<file path="config.mk">
export PLATFORM = sky130hd
export DESIGN_NAME = increment_sweep_flat
export DESIGN_NICKNAME = d
export VERILOG_FILES = /design/src/rtl/increment_sweep_if.sv /design/src/rtl/increment_sweep.sv /design/src/flat_wrapper.sv
export SDC_FILE = /design/constraint.sdc
export NUM_CORES = 1
export LEC_CHECK = 0
export CAP_MARGIN = 20
export CORE_MARGIN = 2
export CORE_UTILIZATION = 46
export DETAILED_ROUTE_END_ITERATION = 7
export GPL_ROUTABILITY_DRIVEN = 1
export GPL_TIMING_DRIVEN = 0
export PLACE_DENSITY = 0.79
export SKIP_LAST_GASP = 1
export SYNTH_ARGS = -nofsm -noshare
export SYNTH_HDL_FRONTEND = slang
export SYNTH_SLANG_ARGS = --single-unit
</file>
<file path="constraint.sdc">
create_clock -name clk -period 4.22 [get_ports clk]
set_input_delay 0.422 -clock clk [delete_from_list [all_inputs] [get_ports clk]]
set_output_delay 0.422 -clock clk [all_outputs]
set_load 0.02 [all_outputs]
</file>
<file path="src/rtl/increment_sweep_if.sv">
// rtl/increment_sweep_if.sv - control, result and checker-operand bundle for increment_sweep
interface increment_sweep_if #(
    parameter int W     = 32,
    parameter int CNT_W = 16
);
    // sweep launch and configuration
    logic             start;
    logic [W-1:0]     cfg_base;
    logic [W-1:0]     cfg_stride;
    logic [CNT_W-1:0] cfg_count;
    logic             cfg_stop_on_fail;

    // checker operand and its mismatch flag
    logic [W-1:0]     a;
    logic             fail;

    // handshake and results
    logic             busy;
    logic             done;
    logic [CNT_W-1:0] err_cnt;
    logic             first_fail_vld;
    logic [W-1:0]     first_fail_a;
    logic             pass;

    // controller / bench side: launches sweeps, supplies the checker verdict
    modport master (
        output start,
        output cfg_base,
        output cfg_stride,
        output cfg_count,
        output cfg_stop_on_fail,
        output fail,
        input  a,
        input  busy,
        input  done,
        input  err_cnt,
        input  first_fail_vld,
        input  first_fail_a,
        input  pass
    );

    // sweep engine side
    modport slave (
        input  start,
        input  cfg_base,
        input  cfg_stride,
        input  cfg_count,
        input  cfg_stop_on_fail,
        input  fail,
        output a,
        output busy,
        output done,
        output err_cnt,
        output first_fail_vld,
        output first_fail_a,
        output pass
    );
endinterface

</file>
<file path="src/rtl/increment_sweep.sv">
// rtl/increment_sweep.sv - operand sweep driver and mismatch collector around the increment checker
module increment_sweep #(
    parameter int W     = 32,
    parameter int CNT_W = 16
) (
    input  logic            clk,
    input  logic            rst,
    increment_sweep_if.slave bus
);

    typedef enum logic [1:0] {
        S_IDLE = 2'd0,
        S_RUN  = 2'd1,
        S_DONE = 2'd2
    } state_t;

    localparam logic [CNT_W-1:0] CNT_MAX = {CNT_W{1'b1}};
    localparam logic [CNT_W-1:0] CNT_ONE = {{(CNT_W-1){1'b0}}, 1'b1};

    state_t           state_q, state_d;
    logic [W-1:0]     a_q, a_d;
    logic [W-1:0]     stride_q, stride_d;
    logic             stop_q, stop_d;
    logic [CNT_W-1:0] remaining_q, remaining_d;
    logic [CNT_W-1:0] err_cnt_q, err_cnt_d;
    logic             first_fail_vld_q, first_fail_vld_d;
    logic [W-1:0]     first_fail_a_q, first_fail_a_d;
    logic             pass_q, pass_d;

    // next-state and datapath updates; everything holds unless a state says otherwise
    always_comb begin
        state_d          = state_q;
        a_d              = a_q;
        stride_d         = stride_q;
        stop_d           = stop_q;
        remaining_d      = remaining_q;
        err_cnt_d        = err_cnt_q;
        first_fail_vld_d = first_fail_vld_q;
        first_fail_a_d   = first_fail_a_q;
        pass_d           = pass_q;

        case (state_q)
            S_IDLE: begin
                if (bus.start) begin
                    // configuration is captured here and only here
                    stride_d         = bus.cfg_stride;
                    stop_d           = bus.cfg_stop_on_fail;
                    a_d              = bus.cfg_base;
                    remaining_d      = bus.cfg_count;
                    err_cnt_d        = '0;
                    first_fail_vld_d = 1'b0;
                    first_fail_a_d   = '0;
                    pass_d           = 1'b0;
                    // an empty sweep skips RUN and reports a clean pass
                    state_d          = (bus.cfg_count != '0) ? S_RUN : S_DONE;
                end
            end

            S_RUN: begin
                // fail is the checker's verdict on the a currently on the bus
                if (bus.fail) begin
                    if (err_cnt_q != CNT_MAX) begin
                        err_cnt_d = err_cnt_q + CNT_ONE;
                    end
                    if (!first_fail_vld_q) begin
                        first_fail_vld_d = 1'b1;
                        first_fail_a_d   = a_q;
                    end
                end
                a_d         = a_q + stride_q;
                remaining_d = remaining_q - CNT_ONE;
                if ((remaining_q == CNT_ONE) || (bus.fail && stop_q)) begin
                    state_d = S_DONE;
                end
            end

            S_DONE: begin
                // err_cnt already includes the last RUN cycle's update
                pass_d  = (err_cnt_q == '0);
                state_d = S_IDLE;
            end

            default: begin
                state_d = S_IDLE;
            end
        endcase
    end

    // state and datapath registers with asynchronous reset
    always_ff @(posedge clk or posedge rst) begin
        if (rst) begin
            state_q          <= S_IDLE;
            a_q              <= '0;
            stride_q         <= '0;
            stop_q           <= 1'b0;
            remaining_q      <= '0;
            err_cnt_q        <= '0;
            first_fail_vld_q <= 1'b0;
            first_fail_a_q   <= '0;
            pass_q           <= 1'b0;
        end else begin
            state_q          <= state_d;
            a_q              <= a_d;
            stride_q         <= stride_d;
            stop_q           <= stop_d;
            remaining_q      <= remaining_d;
            err_cnt_q        <= err_cnt_d;
            first_fail_vld_q <= first_fail_vld_d;
            first_fail_a_q   <= first_fail_a_d;
            pass_q           <= pass_d;
        end
    end

    // outputs; busy/done decode straight from the registered state so reset clears them at once
    always_comb begin
        bus.a              = a_q;
        bus.busy           = (state_q != S_IDLE);
        bus.done           = (state_q == S_DONE);
        bus.err_cnt        = err_cnt_q;
        bus.first_fail_vld = first_fail_vld_q;
        bus.first_fail_a   = first_fail_a_q;
        bus.pass           = pass_q;
    end

endmodule

</file>
<file path="src/flat_wrapper.sv">
// flat-port wrapper written by rule: the top's interface ports become plain ports
module increment_sweep_flat 
#(
    parameter int W     = 32,
    parameter int CNT_W = 16
)
  (clk, rst, bus_start, bus_cfg_base, bus_cfg_stride, bus_cfg_count, bus_cfg_stop_on_fail, bus_fail, bus_a, bus_busy, bus_done, bus_err_cnt, bus_first_fail_vld, bus_first_fail_a, bus_pass);
  increment_sweep_if #(.W(W), .CNT_W(CNT_W)) bus_i ();
  input  logic clk;
  input  logic rst;
  input wire logic [$bits(bus_i.start)-1:0] bus_start;
  input wire logic [$bits(bus_i.cfg_base)-1:0] bus_cfg_base;
  input wire logic [$bits(bus_i.cfg_stride)-1:0] bus_cfg_stride;
  input wire logic [$bits(bus_i.cfg_count)-1:0] bus_cfg_count;
  input wire logic [$bits(bus_i.cfg_stop_on_fail)-1:0] bus_cfg_stop_on_fail;
  input wire logic [$bits(bus_i.fail)-1:0] bus_fail;
  output wire logic [$bits(bus_i.a)-1:0] bus_a;
  output wire logic [$bits(bus_i.busy)-1:0] bus_busy;
  output wire logic [$bits(bus_i.done)-1:0] bus_done;
  output wire logic [$bits(bus_i.err_cnt)-1:0] bus_err_cnt;
  output wire logic [$bits(bus_i.first_fail_vld)-1:0] bus_first_fail_vld;
  output wire logic [$bits(bus_i.first_fail_a)-1:0] bus_first_fail_a;
  output wire logic [$bits(bus_i.pass)-1:0] bus_pass;
  assign bus_i.start = bus_start;
  assign bus_i.cfg_base = bus_cfg_base;
  assign bus_i.cfg_stride = bus_cfg_stride;
  assign bus_i.cfg_count = bus_cfg_count;
  assign bus_i.cfg_stop_on_fail = bus_cfg_stop_on_fail;
  assign bus_i.fail = bus_fail;
  assign bus_a = bus_i.a;
  assign bus_busy = bus_i.busy;
  assign bus_done = bus_i.done;
  assign bus_err_cnt = bus_i.err_cnt;
  assign bus_first_fail_vld = bus_i.first_fail_vld;
  assign bus_first_fail_a = bus_i.first_fail_a;
  assign bus_pass = bus_i.pass;
  increment_sweep #(.W(W), .CNT_W(CNT_W)) u_core (.clk(clk), .rst(rst), .bus(bus_i));
endmodule
</file>
After elaboration in Yosys (flattened, before gate mapping)
Cells that the tools add are included. W data, S select, Z words.

Latch bits: 0. RAM bits: 0. Output and inout bits: 84. Word-level logic and storage cells: 56. ROM bits: 0. Memories: 0. Input port bits: 85. Register bits after elaboration: 133.

Reduce and logical (&&, ||, !) cells: 15. Divide/modulo/power cells: 0. Shift-type cells: 0. Bitwise operators: 0. $mul: 0. Muxes and demuxes: 20. Eq/ne operators: 9. Add/subtract/negate cells: 3. $lt $le $gt $ge: 0.

Operators with widths (count): $mux W32 (4); $pmux W32 S2 (2); $mux W16 (4); $pmux W16 S2 (2); $add A32 B32 Y32 (1); $add A16 B1 Y16 const B (1); $eq A16 B1 Y1 const B (1); $logic_not A16 Y1 (1); $ne A16 B16 Y1 const B (1); $reduce_bool A16 Y1 (1); $sub A16 B1 Y16 const B (1); $reduce_and A2 Y1 (4); $reduce_and A4 Y1 (2); $mux W2 (3); $ne A2 B2 Y1 const B (3); $reduce_bool A2 Y1 (3); $ne A2 B1 Y1 const B (2); $pmux W1 S2 (2); $pmux W2 S2 (1); $reduce_and A3 Y1 (1); $eq A2 B1 Y1 const B (1); $eq A2 B2 Y1 const B (1); $logic_not A2 Y1 (1); $mux W1 (2); other kinds (2) (2).

Logic depth before layout (Yosys ltp)
Depth in word-level cells: 4. Mapped depth: 10. Gate-level depth less buffers: 10.

Least setup slack after synthesis
OpenSTA, ideal clock, no wires.

Kind: register to register. Start: register u_core.a_q[0], in the netlist u_core.bus.a[0]. End: register u_core.a_q[26], in the netlist u_core.bus.a[26]. Setup slack: 1.593 ns. Stages on the path, launching flop included: 11. Data required time: 4.083 ns. Clock period less this slack: 2.627 ns. Arrival time: 2.490 ns. Buffers on the path: 0. Library setup time: 0.137 ns. Cells stage by stage: dfrtp_1 > ha_1 > fa_1 > a21o_1 > a21o_1 > a21oi_1 > o21ai_2 > a221oi_4 > o21bai_1 > xnor2_1 > a21oi_1.

Cells in the longest elaborated chain, start to end: 2.

Ends and longest elaborated chain: start, declared (RTL line increment_sweep.sv:21) `logic [W-1:0] a_q, a_d;`; start signal, assigned (RTL line increment_sweep.sv:93) `a_q <= '0;`; start signal, assigned (RTL line increment_sweep.sv:103) `a_q <= a_d;`; $add A32 B32 Y32 (RTL line increment_sweep.sv:70) `a_d = a_q + stride_q;`; $pmux W32 S2 (RTL line increment_sweep.sv:42) `case (state_q)`.

Every way passes these cells. A chain may end at the register's enable or synchronous reset.

Worst setup path in the final report
Same ends and word-level chain as after synthesis.

==> impl_metrics.json <==
{
  "run_status": "complete, no violations",
  "first_pass_iters": 5,
  "drc": 0,
  "cts_root_buffer": "clkbuf_16",
  "drt.antenna.violating_nets": 0,
  "place_hpwl_mm": 16.65,
  "final_util_pct": 63.25,
  "end_kind": "flip-flop",
  "cts_num_sinks": 133,
  "area_growth_syn_to_layout_pct": 34.62,
  "cts.repair.resized": 0,
  "clk_path_buf_depth": 2,
  "cp.required_ns": 4.49,
  "crit_arrival_ns": 3.29,
  "vias_per_cell": 5.646,
  "fin_crit_ns": 3.015,
  "dieArea_mm2": 0.01726,
  "start_util_pct": 46.98,
  "fin_ws_ns": 1.205,
  "max_clock_freq_mhz": 331.6,
  "synth_cell_type_count": 67,
  "drive_above_1_share_pct": 5.483,
  "post-cts-setup-buffers": 0,
  "slew_violations": 0,
  "port_buffers": 168,
  "gp_congestion": 0.9547,
  "die_h_um": 131.4,
  "finalCritPeriodShare_pct": 71.45,
  "syn-cell-area_mm2": 0.007463,
  "tritoncts": "yes",
  "mostFrequentLayoutCell": "nand2_1",
  "fin_total_pwr_uw": 9075,
  "clk_latency_ns": 0.43,
  "dp_slack_ns": 1.305,
  "stdcell_area_mm2": 0.01005,
  "tightest_slew_ns": 0.9537,
  "synth_flop_cell": "dfrtp_1",
  "die_w_um": 131.4,
  "crit_fanout": 4,
  "yosysSeqAreaShare_pct": 44.59,
  "num_vias": 7295,
  "place_area_mm2": 0.009448,
  "rows": 46,
  "hold_violations": 0,
  "synthCells": 876,
  "layout_common_cells": "nand2_1, clkdlybuf4s50_1, dfrtp_1",
  "ir_drop_mv": 0.3892,
  "synth_fp_nets": 997,
  "clk_pin_slew_ns": 0.06,
  "grt_overflow": 0,
  "wl_per_cell_um": 18.30,
  "fin_skew_ns": 0.007938,
  "ios": 169,
  "h-tree-depth": 4,
  "ys_seq_elements": 133,
  "antenna_found_initial": 0,
  "final-setup-viol-count": 0,
  "grt_pass1_wl_mm": 37.77,
  "cts_buffers": 17,
  "grt_max_degree": 70,
  "holdCritPathClass": "input port to async pin",
  "final_nets": 1185,
  "slew_headroom_pct": 36.18,
  "synth_warnings": 0,
  "hold_buffers": 0,
  "fp.coreArea_mm2": 0.01589,
  "drt_iter0_markers": 618,
  "start_kind": "flip-flop",
  "rsz0062_at_grt": "false",
  "synth-edff-count": 0,
  "ys_async_sr_fraction_pct": 100.0,
  "syn_area_per_cell_um2": 8.520,
  "wl_mm": 23.64,
  "antenna_cells": 0,
  "max_cap_viol_count": 0,
  "p_leak_uw": 0.004460,
  "crit_type": "flip-flop to flip-flop",
  "final_cells": 1292,
  "placed_cells": 1261,
  "grt_pass1_vias": 7215,
  "track_usage_pct": 27.74,
  "power_per_cell_area_mw_per_mm2": 903.3
}
[critical path: stages, from the launching register on]
cell and delay, ns:
dfrtp_1 0.42, ha_1 0.25, fa_1 0.41, a21o_1 0.19, a21o_1 0.19, a21oi_1 0.25
o21ai_2 0.18, a221oi_4 0.41, o21bai_1 0.24, xnor2_1 0.21, a21oi_1 0.09
[cell families (layout without fill, tap and decap cells)]
| group | after synthesis | count (layout) | share of synthesized area, % |
|---|---|---|---|
| XOR/XNOR | 35 | 35 | 4.107 |
| buffers and inverters | 55 | 255 | 2.850 |
| flip-flops | 133 | 133 | 44.59 |
| AND/OR/NAND/NOR | 416 | 416 | 24.61 |
| multiplexers | 5 | 5 | 0.6874 |
| adder cells (fa/ha/maj) | 36 | 36 | 6.136 |
| AO/OA/AOI/OAI | 196 | 196 | 17.02 |
[registers in the layout, summed over array words and instances, names as in the netlist]
register and flops:
u_core.bus.first_fail_vld 1, u_core.stride_q 32, u_core.bus.a 32, u_core.bus.pass 1
u_core.remaining_q 16, u_core.bus.err_cnt 16, u_core.bus.first_fail_a 32, u_core.stop_q 1
u_core.state_q 2
[layout make-up]
type / instances / area [um^2]
Fill cell: 1354 / 5838
Multi-Input combinational cell: 688 / 3923
Sequential cell: 133 / 3328
Timing Repair Buffer: 169 / 1709
Clock buffer: 21 / 470.5
Tap cell: 216 / 270.3
Buffer: 42 / 163.9
Clock inverter: 10 / 128.9
Inverter: 13 / 53.80
[stage by stage]
stage | TNS [ns] | hold WS (ns)
finish | 0 | 0.4467
global route | 0 | 0.4952
CTS | 0 | 0.4729
detailed placement | 0 | 0.4678
global placement | -226.24 | 0.4620
floorplan | 0 | 0.4460
[per-layer routing]
| layer | share of wire, % | wire length (um) | global-route usage (%) |
|---|---|---|---|
| met1 | 43 | 10090 | 35.91 |
| met2 | 47 | 11090 | 44.94 |
| met3 | 7.2 | 1701 | 5.941 |
| met4 | 3.2 | 755 | 12.44 |
| met5 | 0 | 0 | 0 |
[cells in the mapped netlist, types with 4 or more instances]
cell type / number / area (um^2)
nand2_1: 256 / 960.9
dfrtp_1: 133 / 3328
o21ai_0: 64 / 320.3
nor2_1: 51 / 191.4
a21oi_1: 42 / 210.2
ha_1: 35 / 437.9
clkbuf_1: 29 / 108.9
nand3_1: 25 / 125.1
xnor2_1: 21 / 183.9
nand4_1: 14 / 87.58
xor2_1: 14 / 122.6
a22oi_1: 13 / 97.59
inv_1: 13 / 48.80
a21o_1: 12 / 90.09
nor4_1: 12 / 75.07
a31oi_1: 10 / 62.56
and3_1: 10 / 62.56
nor3_1: 10 / 50.05
buf_1: 8 / 30.03
o211ai_1: 7 / 52.55
o21bai_1: 7 / 52.55
a211oi_1: 6 / 45.04
and2_1: 5 / 31.28
buf_2: 5 / 25.02
nor2b_1: 5 / 31.28
a221oi_1: 4 / 35.03
mux2i_1: 4 / 40.04
or2_2: 4 / 25.02
or3_1: 4 / 25.02
[power breakdown]
group	internal, uW	leakage [uW]	total [uW]	switching (uW)
Sequential	1840	0.00167	2350	513
Combinational	2100	0.00248	5190	3090
Clock	966	0.000302	1540	570
Total	4900	0.00446	9080	4170
[path summary, 6_finish.rpt]
| kind | cells after the start | endpoint | slack, ns | startpoint |
|---|---|---|---|---|
| max in group asynchronous | 3 | u_core.bus.first_fail_a[14] | 3.01 | rst |
| worst max-delay path | 10 | u_core.bus.a[26] | 1.20 | u_core.bus.a[0] |
| min in group clk | 2 | u_core.bus.first_fail_a[2] | 0.48 | u_core.bus.first_fail_a[2] |
| worst max register to register | 10 | u_core.bus.a[26] | 1.20 | u_core.bus.a[0] |
| worst min register to register | 2 | u_core.bus.first_fail_a[2] | 0.48 | u_core.bus.first_fail_a[2] |
| worst min-delay path | 2 | u_core.remaining_q[8] | 0.45 | rst |
Power figures use the tool's default switching activity.
